===== src/rtl/qbus_pkg.sv =====
// Shared types and widths for the QBUS slave data-cycle sequencer.
package qbus_pkg;

  localparam int unsigned QDW  = 16;
  localparam int unsigned CNTW = 4;

  typedef logic [CNTW-1:0] qbus_cnt_t;

  typedef enum logic [2:0] {
    IDLE   = 3'd0,
    IGNORE = 3'd1,
    ADDR   = 3'd2,
    RSETUP = 3'd3,
    RREPLY = 3'd4,
    WWAIT  = 3'd5,
    WREPLY = 3'd6
  } qbus_state_e;

endpackage


===== src/rtl/qbus_sync2.sv =====
// Two-flop synchronizer for an asynchronous single-bit bus strobe.
module qbus_sync2 (
  input  logic clk_i,
  input  logic rst_i,
  input  logic d_i,
  output logic q_o
);

  logic meta_q;
  logic sync_q;

  always_ff @(posedge clk_i or posedge rst_i) begin
    if (rst_i) begin
      meta_q <= 1'b0;
      sync_q <= 1'b0;
    end else begin
      meta_q <= d_i;
      sync_q <= meta_q;
    end
  end

  assign q_o = sync_q;

endmodule


===== src/rtl/qbus_slave_sequencer.sv =====
// QBUS slave data-cycle sequencer (DATI/DATO/DATIO) for NDEV register devices.
// Optional QBUS_SYNC_FILTER_EN adds two-flop synchronizers on RSYNC/RDIN/RDOUT.
module qbus_slave_sequencer
  import qbus_pkg::*;
#(
  parameter int unsigned NDEV = 4,
  parameter int unsigned RDLY = 3,
  parameter int unsigned WDLY = 1
) (
  input  logic                  qclk,
  input  logic                  reset,
  input  logic                  RSYNC,
  input  logic                  RDIN,
  input  logic                  RDOUT,
  input  logic [NDEV-1:0]       dev_match,
  input  logic [QDW*NDEV-1:0]   dev_tdl,
  output logic [QDW-1:0]        TDL,
  output logic                  tdl_oe,
  output logic                  TRPLY,
  output logic [NDEV-1:0]       write_pulse,
  output logic [NDEV-1:0]       read_pulse,
  output logic                  sel_conflict
);

  localparam int unsigned SELW = (NDEV > 1) ? $clog2(NDEV) : 1;

  logic rsync_s;
  logic rdin_s;
  logic rdout_s;

`ifdef QBUS_SYNC_FILTER_EN
  qbus_sync2 u_sync_rsync (.clk_i(qclk), .rst_i(reset), .d_i(RSYNC), .q_o(rsync_s));
  qbus_sync2 u_sync_rdin  (.clk_i(qclk), .rst_i(reset), .d_i(RDIN),  .q_o(rdin_s));
  qbus_sync2 u_sync_rdout (.clk_i(qclk), .rst_i(reset), .d_i(RDOUT), .q_o(rdout_s));
`else
  assign rsync_s = RSYNC;
  assign rdin_s  = RDIN;
  assign rdout_s = RDOUT;
`endif

  qbus_state_e         state_q, state_d;
  qbus_cnt_t           cnt_q, cnt_d;
  logic [SELW-1:0]     sel_q, sel_d;
  logic                conflict_q, conflict_d;
  logic                trply_q, trply_d;
  logic                oe_q, oe_d;
  logic [QDW-1:0]      tdl_q, tdl_d;
  logic [NDEV-1:0]     wp_q, wp_d;
  logic [NDEV-1:0]     rp_q, rp_d;

  logic [SELW-1:0]     first_idx_c;
  logic                any_match_c;
  logic                multi_match_c;
  logic [QDW-1:0]      sel_tdl_c;
  logic [NDEV-1:0]     sel_onehot_c;

  // Lowest-index priority pick of the address matchers
  always_comb begin
    first_idx_c   = '0;
    any_match_c   = |dev_match;
    multi_match_c = (dev_match & (dev_match - NDEV'(1))) != '0;
    for (int i = int'(NDEV) - 1; i >= 0; i--) begin
      if (dev_match[i]) first_idx_c = SELW'(i);
    end
  end

  assign sel_tdl_c    = dev_tdl[QDW*32'(sel_q) +: QDW];
  assign sel_onehot_c = NDEV'(1) << sel_q;

  always_comb begin
    state_d    = state_q;
    cnt_d      = cnt_q;
    sel_d      = sel_q;
    conflict_d = conflict_q;
    trply_d    = trply_q;
    oe_d       = oe_q;
    wp_d       = '0;
    rp_d       = '0;

    if (state_q != IDLE && state_q != IGNORE && !rsync_s) begin
      state_d = IDLE;
      trply_d = 1'b0;
      oe_d    = 1'b0;
      cnt_d   = '0;
    end else begin
      case (state_q)
        IDLE: begin
          trply_d = 1'b0;
          oe_d    = 1'b0;
          cnt_d   = '0;
          if (rsync_s) begin
            sel_d = first_idx_c;
            if (multi_match_c) conflict_d = 1'b1;
            state_d = any_match_c ? ADDR : IGNORE;
          end
        end
        IGNORE: begin
          trply_d = 1'b0;
          oe_d    = 1'b0;
          if (!rsync_s) state_d = IDLE;
        end
        ADDR: begin
          // oe_q may still be high here for the post-read hold cycle
          trply_d = 1'b0;
          oe_d    = 1'b0;
          if (rdin_s) begin
            state_d = RSETUP;
            cnt_d   = qbus_cnt_t'(RDLY);
            oe_d    = 1'b1;
          end else if (rdout_s) begin
            wp_d    = sel_onehot_c;
            cnt_d   = qbus_cnt_t'(WDLY);
            state_d = WWAIT;
          end
        end
        RSETUP: begin
          oe_d = 1'b1;
          if (!rdin_s) begin
            state_d = ADDR;
            oe_d    = 1'b0;
            cnt_d   = '0;
          end else if (cnt_q == '0) begin
            trply_d = 1'b1;
            rp_d    = sel_onehot_c;
            state_d = RREPLY;
          end else begin
            cnt_d = cnt_q - qbus_cnt_t'(1);
          end
        end
        RREPLY: begin
          oe_d = 1'b1;
          if (!rdin_s) begin
            trply_d = 1'b0;
            state_d = ADDR;
          end
        end
        WWAIT: begin
          if (cnt_q == '0) begin
            trply_d = 1'b1;
            state_d = WREPLY;
          end else begin
            cnt_d = cnt_q - qbus_cnt_t'(1);
          end
        end
        WREPLY: begin
          if (!rdout_s) begin
            trply_d = 1'b0;
            state_d = ADDR;
          end
        end
        default: begin
          state_d = IDLE;
          trply_d = 1'b0;
          oe_d    = 1'b0;
          cnt_d   = '0;
        end
      endcase
    end

    tdl_d = oe_d ? sel_tdl_c : '0;
  end

  always_ff @(posedge qclk or posedge reset) begin
    if (reset) begin
      state_q    <= IDLE;
      cnt_q      <= '0;
      sel_q      <= '0;
      conflict_q <= 1'b0;
      trply_q    <= 1'b0;
      oe_q       <= 1'b0;
      tdl_q      <= '0;
      wp_q       <= '0;
      rp_q       <= '0;
    end else begin
      state_q    <= state_d;
      cnt_q      <= cnt_d;
      sel_q      <= sel_d;
      conflict_q <= conflict_d;
      trply_q    <= trply_d;
      oe_q       <= oe_d;
      tdl_q      <= tdl_d;
      wp_q       <= wp_d;
      rp_q       <= rp_d;
    end
  end

  assign TDL          = tdl_q;
  assign tdl_oe       = oe_q;
  assign TRPLY        = trply_q;
  assign write_pulse  = wp_q;
  assign read_pulse   = rp_q;
  assign sel_conflict = conflict_q;

endmodule

===== config.mk =====
export PLATFORM = sky130hd
export DESIGN_NAME = qbus_slave_sequencer
export DESIGN_NICKNAME = d
export VERILOG_FILES = /design/src/rtl/qbus_pkg.sv /design/src/rtl/qbus_sync2.sv /design/src/rtl/qbus_slave_sequencer.sv
export SDC_FILE = /design/constraint.sdc
export NUM_CORES = 1
export LEC_CHECK = 0
export ABC_AREA = 1
export CAP_MARGIN = 20
export CORE_ASPECT_RATIO = 1.5
export CORE_MARGIN = 2
export CORE_UTILIZATION = 42
export DETAILED_ROUTE_END_ITERATION = 7
export PLACE_DENSITY = 0.84
export SLEW_MARGIN = 25
export SYNTH_ARGS = -nofsm -noshare
export SYNTH_HDL_FRONTEND = slang
export SYNTH_SLANG_ARGS = --single-unit

===== constraint.sdc =====
create_clock -name qclk -period 1.84 [get_ports qclk]
set_input_delay 0.368 -clock qclk [delete_from_list [all_inputs] [get_ports qclk]]
set_output_delay 0.368 -clock qclk [all_outputs]
set_load 0.1 [all_outputs]

Yosys cells after proc, flatten, opt, wreduce, memory -nomap -nowiden

Cells that the tools add are included.
Widths: inputs -> output; s select.

Flip-flop bits (word level): 36
Word-level logic and storage cells: 87
Input port bits: 73
Output and inout bits: 27

Equality and inequality tests: 16
Shift operators: 2
$add $sub $neg: 2
Muxes and demuxes: 40
Reduce and logical (&&, ||, !) cells: 16
Bitwise logic cells: 2

Operators with widths:

| cell                | count |
|---|---|
| $shiftx 64x7->16    | 1 |
| $mux 4              | 13 |
| $mux 3              | 10 |
| $pmux 3 s7          | 1 |
| $ne 3x3->1 const B  | 6 |
| $mux 16             | 1 |
| $pmux 4 s4          | 1 |
| $mux 2              | 5 |
| $eq 3x3->1 const B  | 3 |
| $ne 4x4->1 const B  | 2 |
| $sub 4x1->4 const B | 2 |
| $mux 1              | 7 |
| $reduce_and 7->1    | 1 |
| $eq 3x2->1 const B  | 2 |
| $reduce_and 3->1    | 2 |
| $and 4x4->4         | 1 |
| $logic_not 4->1     | 1 |
| $pmux 1 s4          | 1 |
| $reduce_and 4->1    | 1 |
| $reduce_bool 4->1   | 1 |
| $reduce_or 2->1     | 2 |
| $reduce_or 4->1     | 1 |
| $shl 1x2->4 const A | 1 |
| $eq 3x1->1 const B  | 1 |
| 10 further kinds    | 11 |

Depth between registers and ports, before layout

Depth in word-level cells: 5
Depth in mapped cells: 10
Depth with buffers taken out: 9

Worst setup path after synthesis

OpenSTA, ideal clock, no wires.

Path type: register -> register
Start point: register oe_q (netlist: tdl_oe)
End point: register tdl_q[14] (netlist: TDL[14])
Data arrival time: 1.442 ns
Required time: 1.767 ns
Setup slack: 0.325 ns
Clock period less this slack: 1.515 ns
Setup time: 0.073 ns
Path buffers: 1
Cell stages (with the launch flop): 6
Cell sequence: dfrtp_1 a21oi_2 nand2_2 nand2_4 buf_12 a21oi_2

Cells in the longest elaborated chain, start to end: 3

RTL lines:

| what                     | line                        | RTL |
|---|---|---|
| start: declaration       | qbus_slave_sequencer.sv:46  | `logic oe_q, oe_d;` |
| start signal: assignment | qbus_slave_sequencer.sv:170 | `oe_q <= 1'b0;` |
| start signal: assignment | qbus_slave_sequencer.sv:180 | `oe_q <= oe_d;` |
| $pmux 1 s3               | qbus_slave_sequencer.sv:86  | `case (state_q)` |
| $mux 1                   | qbus_slave_sequencer.sv:80  | `if (state_q != IDLE && state_q != IGNORE && !rsync_s) begin` |
| $mux 16                  | qbus_slave_sequencer.sv:160 | `tdl_d = oe_d ? sel_tdl_c : '0;` |
| named net tdl_d[14]      | qbus_slave_sequencer.sv:47  | `logic [QDW-1:0] tdl_q, tdl_d;` |
| end signal: assignment   | qbus_slave_sequencer.sv:181 | `tdl_q <= tdl_d;` |
| end: declaration         | qbus_slave_sequencer.sv:47  |  |

The timed path passes the listed nets, and every way through them passes these cells.
A chain may end at the register's enable or synchronous reset.

Final worst setup path

Start point: register cnt_q[0]
End point: register state_q[1]

Cells in the longest elaborated chain, start to end: 3
Elaborated cells on any way between the ends: 4
Classes of those cells: 2 x eq/ne; 2 x reduce/logical

RTL lines:

| what                                                      | line                                                     | RTL |
|---|---|---|
| start: declaration                                        | qbus_slave_sequencer.sv:42                               | `qbus_cnt_t cnt_q, cnt_d;` |
| start signal: assignment                                  | qbus_slave_sequencer.sv:176                              | `cnt_q <= cnt_d;` |
| $logic_not 4->1 (*)                                       | qbus_slave_sequencer.sv:122, qbus_slave_sequencer.sv:138 |  |
| $ne 4x4->1 (no line) / $ne 3x3->1 (equally long branches) | --                                                       |  |
| $reduce_and 7->1 (no line) (*)                            | --                                                       |  |
| end signal: assignment                                    | qbus_slave_sequencer.sv:175                              | `state_q <= state_d;` |
| end: declaration                                          | qbus_slave_sequencer.sv:41                               | `qbus_state_e state_q, state_d;` |

Mark *: on every way between the ends. The rest lies on a longest branch, timed or not.

==> results.ini <==
[logic_synthesis]
syn_avg_cell_area_sq_um = 7.76
synth_warnings = 0
yosys.area.top_type = dfrtp_1
synthesis.nets = 369
synth-async-reset-ratio_pct = 100
synth_top_area_share_pct = 39.3
synth_cell_types = 33
syn-instance-count = 295
ys_seq_elements = 36
ys.flop_type = dfrtp_1
syn-cell-area_sq_um = 2290
ys_seq_area_share_pct = 39.3
synthTopCellsByArea = dfrtp_1 (39%), nand2_1 (13%), a21oi_1 (5.5%)
synth-edff-count = 0

[cts]
numCtsBuffers = 5
cts_tree = built
clock-root-buffer = clkbuf_8
holdBufCountCts = 0
insertion_delay_ns = 0.30
cts_resized = 0
htree_num_levels = 2
cts_buffer_depth = 2
postCtsSetupBuffers = 0
path_clk_slew_ns = 0.07
cts.sinks = 36

[worst_hold_path]
hp-class = input port to async pin

[global_route]
grt_pass1_wl_mm = 10.3
grt_pass1_vias = 2368
grt_use_total_pct = 21.8
grt_max_degree = 53
antenna_found_initial = 0
grt_overflow = 0

[place]
io_buffers = 99
place_hpwl_mm = 4.94
gp_congestion = 0.892
dp_slack_ns = 0.104
dp_cells = 448
place_area_sq_um = 3530

[final_layout]
instances_no_fill = 456
layout_common_cells = nand2_1 (78), clkdlybuf4s50_1 (72), dfrtp_1 (36)
final_common_cell = nand2_1
final_nets = 461
drive_gt1_share_pct = 20.6
finalInstanceArea_sq_um = 3630
syn_to_final_growth_pct = 58.5
fill_cells = 400
diodes = 0

[timing]
fmax_ghz = 0.630
drv_slew = 0
final.min_clock_period_ns = 1.59
fin_tns_setup_ns = 0
post-route-period-util_pct = 86.3
hold_viol_final = 0
worst_pin_slew_ns = 0.545
fin_ws_ns = 0.252
slew_headroom_pct = 63.6
rsz0062_at_grt = no
setup_viol = 0
clock_skew_ns = 0.00566

[setup_path]
critPathMaxStageDelay_ns = 0.39
crit_family = simple AND/OR/NAND/NOR gates
critical_path.startpoint = cnt_q[0]$_DFFE_PP0P_
cp-endpoint = state_q[1]$_DFFE_PP0P_
r2r_slack_ns = 0.25
arrival_ns = 1.83
crit_fanout = 7
reg2regPathDepth = 8
cp.depth = 8
path_buf_inv = 2
cp.required_ns = 2.08
regToRegEndpoint = state_q[1]$_DFFE_PP0P_
end_kind = flop
start_kind = flop
r2r-start = cnt_q[0]$_DFFE_PP0P_
critical_path.slowest_cell = dfrtp_1
critPathKind = flop to flop
path_cells = inv_1 -> ha_1 -> nand3_1 -> nand3_2 -> inv_1 -> nor2_2 -> nand2_1 -> nand2_1

[route]
vias_per_cell = 5.24
num_vias = 2390
drcViolationCount = 0
wl_per_cell_microns = 13.8
highest_layer = met4
dr.pass1.iters = 4
route.met2.wl_mm = 3.20
met3WireLength_microns = 552
drt_iter0_markers = 120
wirelength_mm = 6.31
ant_nets = 0
met1Wirelength_mm = 2.37

[power]
finalPower_mw = 5.83
max-vdd-ir-drop_v = 0.000675
p_leak_nw = 1.58
p_per_area_nw_per_um2 = 1610

[floorplanning]
die_y_microns = 94.4
die_w_microns = 64.3
rows = 32
core_sq_um = 5200
dieArea_sq_um = 6070
pin_count = 100
initial_utilization_pct = 44.0

[run]
maxCapViolCount = 0

[status]
outcome = finished clean

[power breakdown]
| group | internal, mW | switching (mW) |
|---|---|---|
| logic | 1.32 | 2.63 |
| registers | 1.01 | 0.274 |
| clock network | 0.304 | 0.294 |
| total | 2.63 | 3.20 |
[how the worst min path moves through the flow]
stage | end | start | slack (ns) | cells past startpoint
6_report | sel_q[1]$_DFFE_PP0P_ | reset | 0.46 | 3
5_1_grt | sel_conflict$_DFFE_PP0P_ | reset | 0.54 | 3
4_1_cts | tdl_oe$_DFF_PP0_ | reset | 0.49 | 3
3_5_place_dp | cnt_q[0]$_DFFE_PP0P_ | cnt_q[0]$_DFFE_PP0P_ | 0.48 | 2
3_3_place_gp | cnt_q[0]$_DFFE_PP0P_ | cnt_q[0]$_DFFE_PP0P_ | 0.48 | 2
2_1_floorplan | cnt_q[0]$_DFFE_PP0P_ | cnt_q[0]$_DFFE_PP0P_ | 0.45 | 2
[per-layer routing]
metal / vias to the layer above / GRT usage (%)
li1: 1168 / -
met2: 113 / 38.0
met1: 1090 / 23.6
met5: - / 0
met4: 0 / 9.57
met3: 19 / 7.87
[tightest hold or removal path: stages]
cell             delay [ns]
clkdlybuf4s50_1        0.39
inv_1                  0.05
buf_4                  0.39
[through the flow]
step           utilization [%]  hold slack [ns]
2_1_floorplan                -            0.449
3_3_place_gp              67.9            0.479
3_5_place_dp              67.9            0.481
4_1_cts                   69.7            0.487
5_1_grt                   69.7            0.542
6_report                  69.7            0.462
[synthesized netlist by cell type (3+ instances only)]
cell type / number
nand2_1: 78
dfrtp_1: 36
a21oi_1: 25
nand3_1: 25
a31oi_1: 17
inv_1: 13
nor2_1: 13
o21ai_0: 12
a21oi_2: 10
inv_2: 7
buf_2: 5
clkbuf_1: 5
buf_4: 4
buf_6: 4
nand2_4: 4
nand4_1: 4
nor2_2: 4
nor3_1: 4
nor3_2: 4
nand2_2: 3
[cells by family (layout without fill, tap and decap cells)]
family / count (synthesis) / count (layout) / synth area share [%]
AO/OA/AOI/OAI: 69 / 69 / 18.1
adder cells (fa/ha/maj): 1 / 1 / 0.546
XOR/XNOR: 2 / 2 / 0.765
AND/OR/NAND/NOR: 145 / 145 / 30.9
buffers and inverters: 42 / 135 / 10.3
flip-flops: 36 / 36 / 39.3
[sequential cells by signal (all words and copies together) (netlist names)]
name          count
TRPLY             1
state_q           3
cnt_q             4
TDL              16
tdl_oe            1
read_pulse        4
write_pulse       4
sel_conflict      1
sel_q             2
[cell type report]
class	instances	area, sq um	share of cell area, %
sequential	36	901	24.8
timing repair buffer	104	1300	35.8
clock buffer	7	86.3	2.38
tap	68	85.1	2.34
inverter	23	96.3	2.66
multi-input combinational	217	1150	31.8
clock inverter	1	7.51	0.207
(Power assumes the default switching activity.)
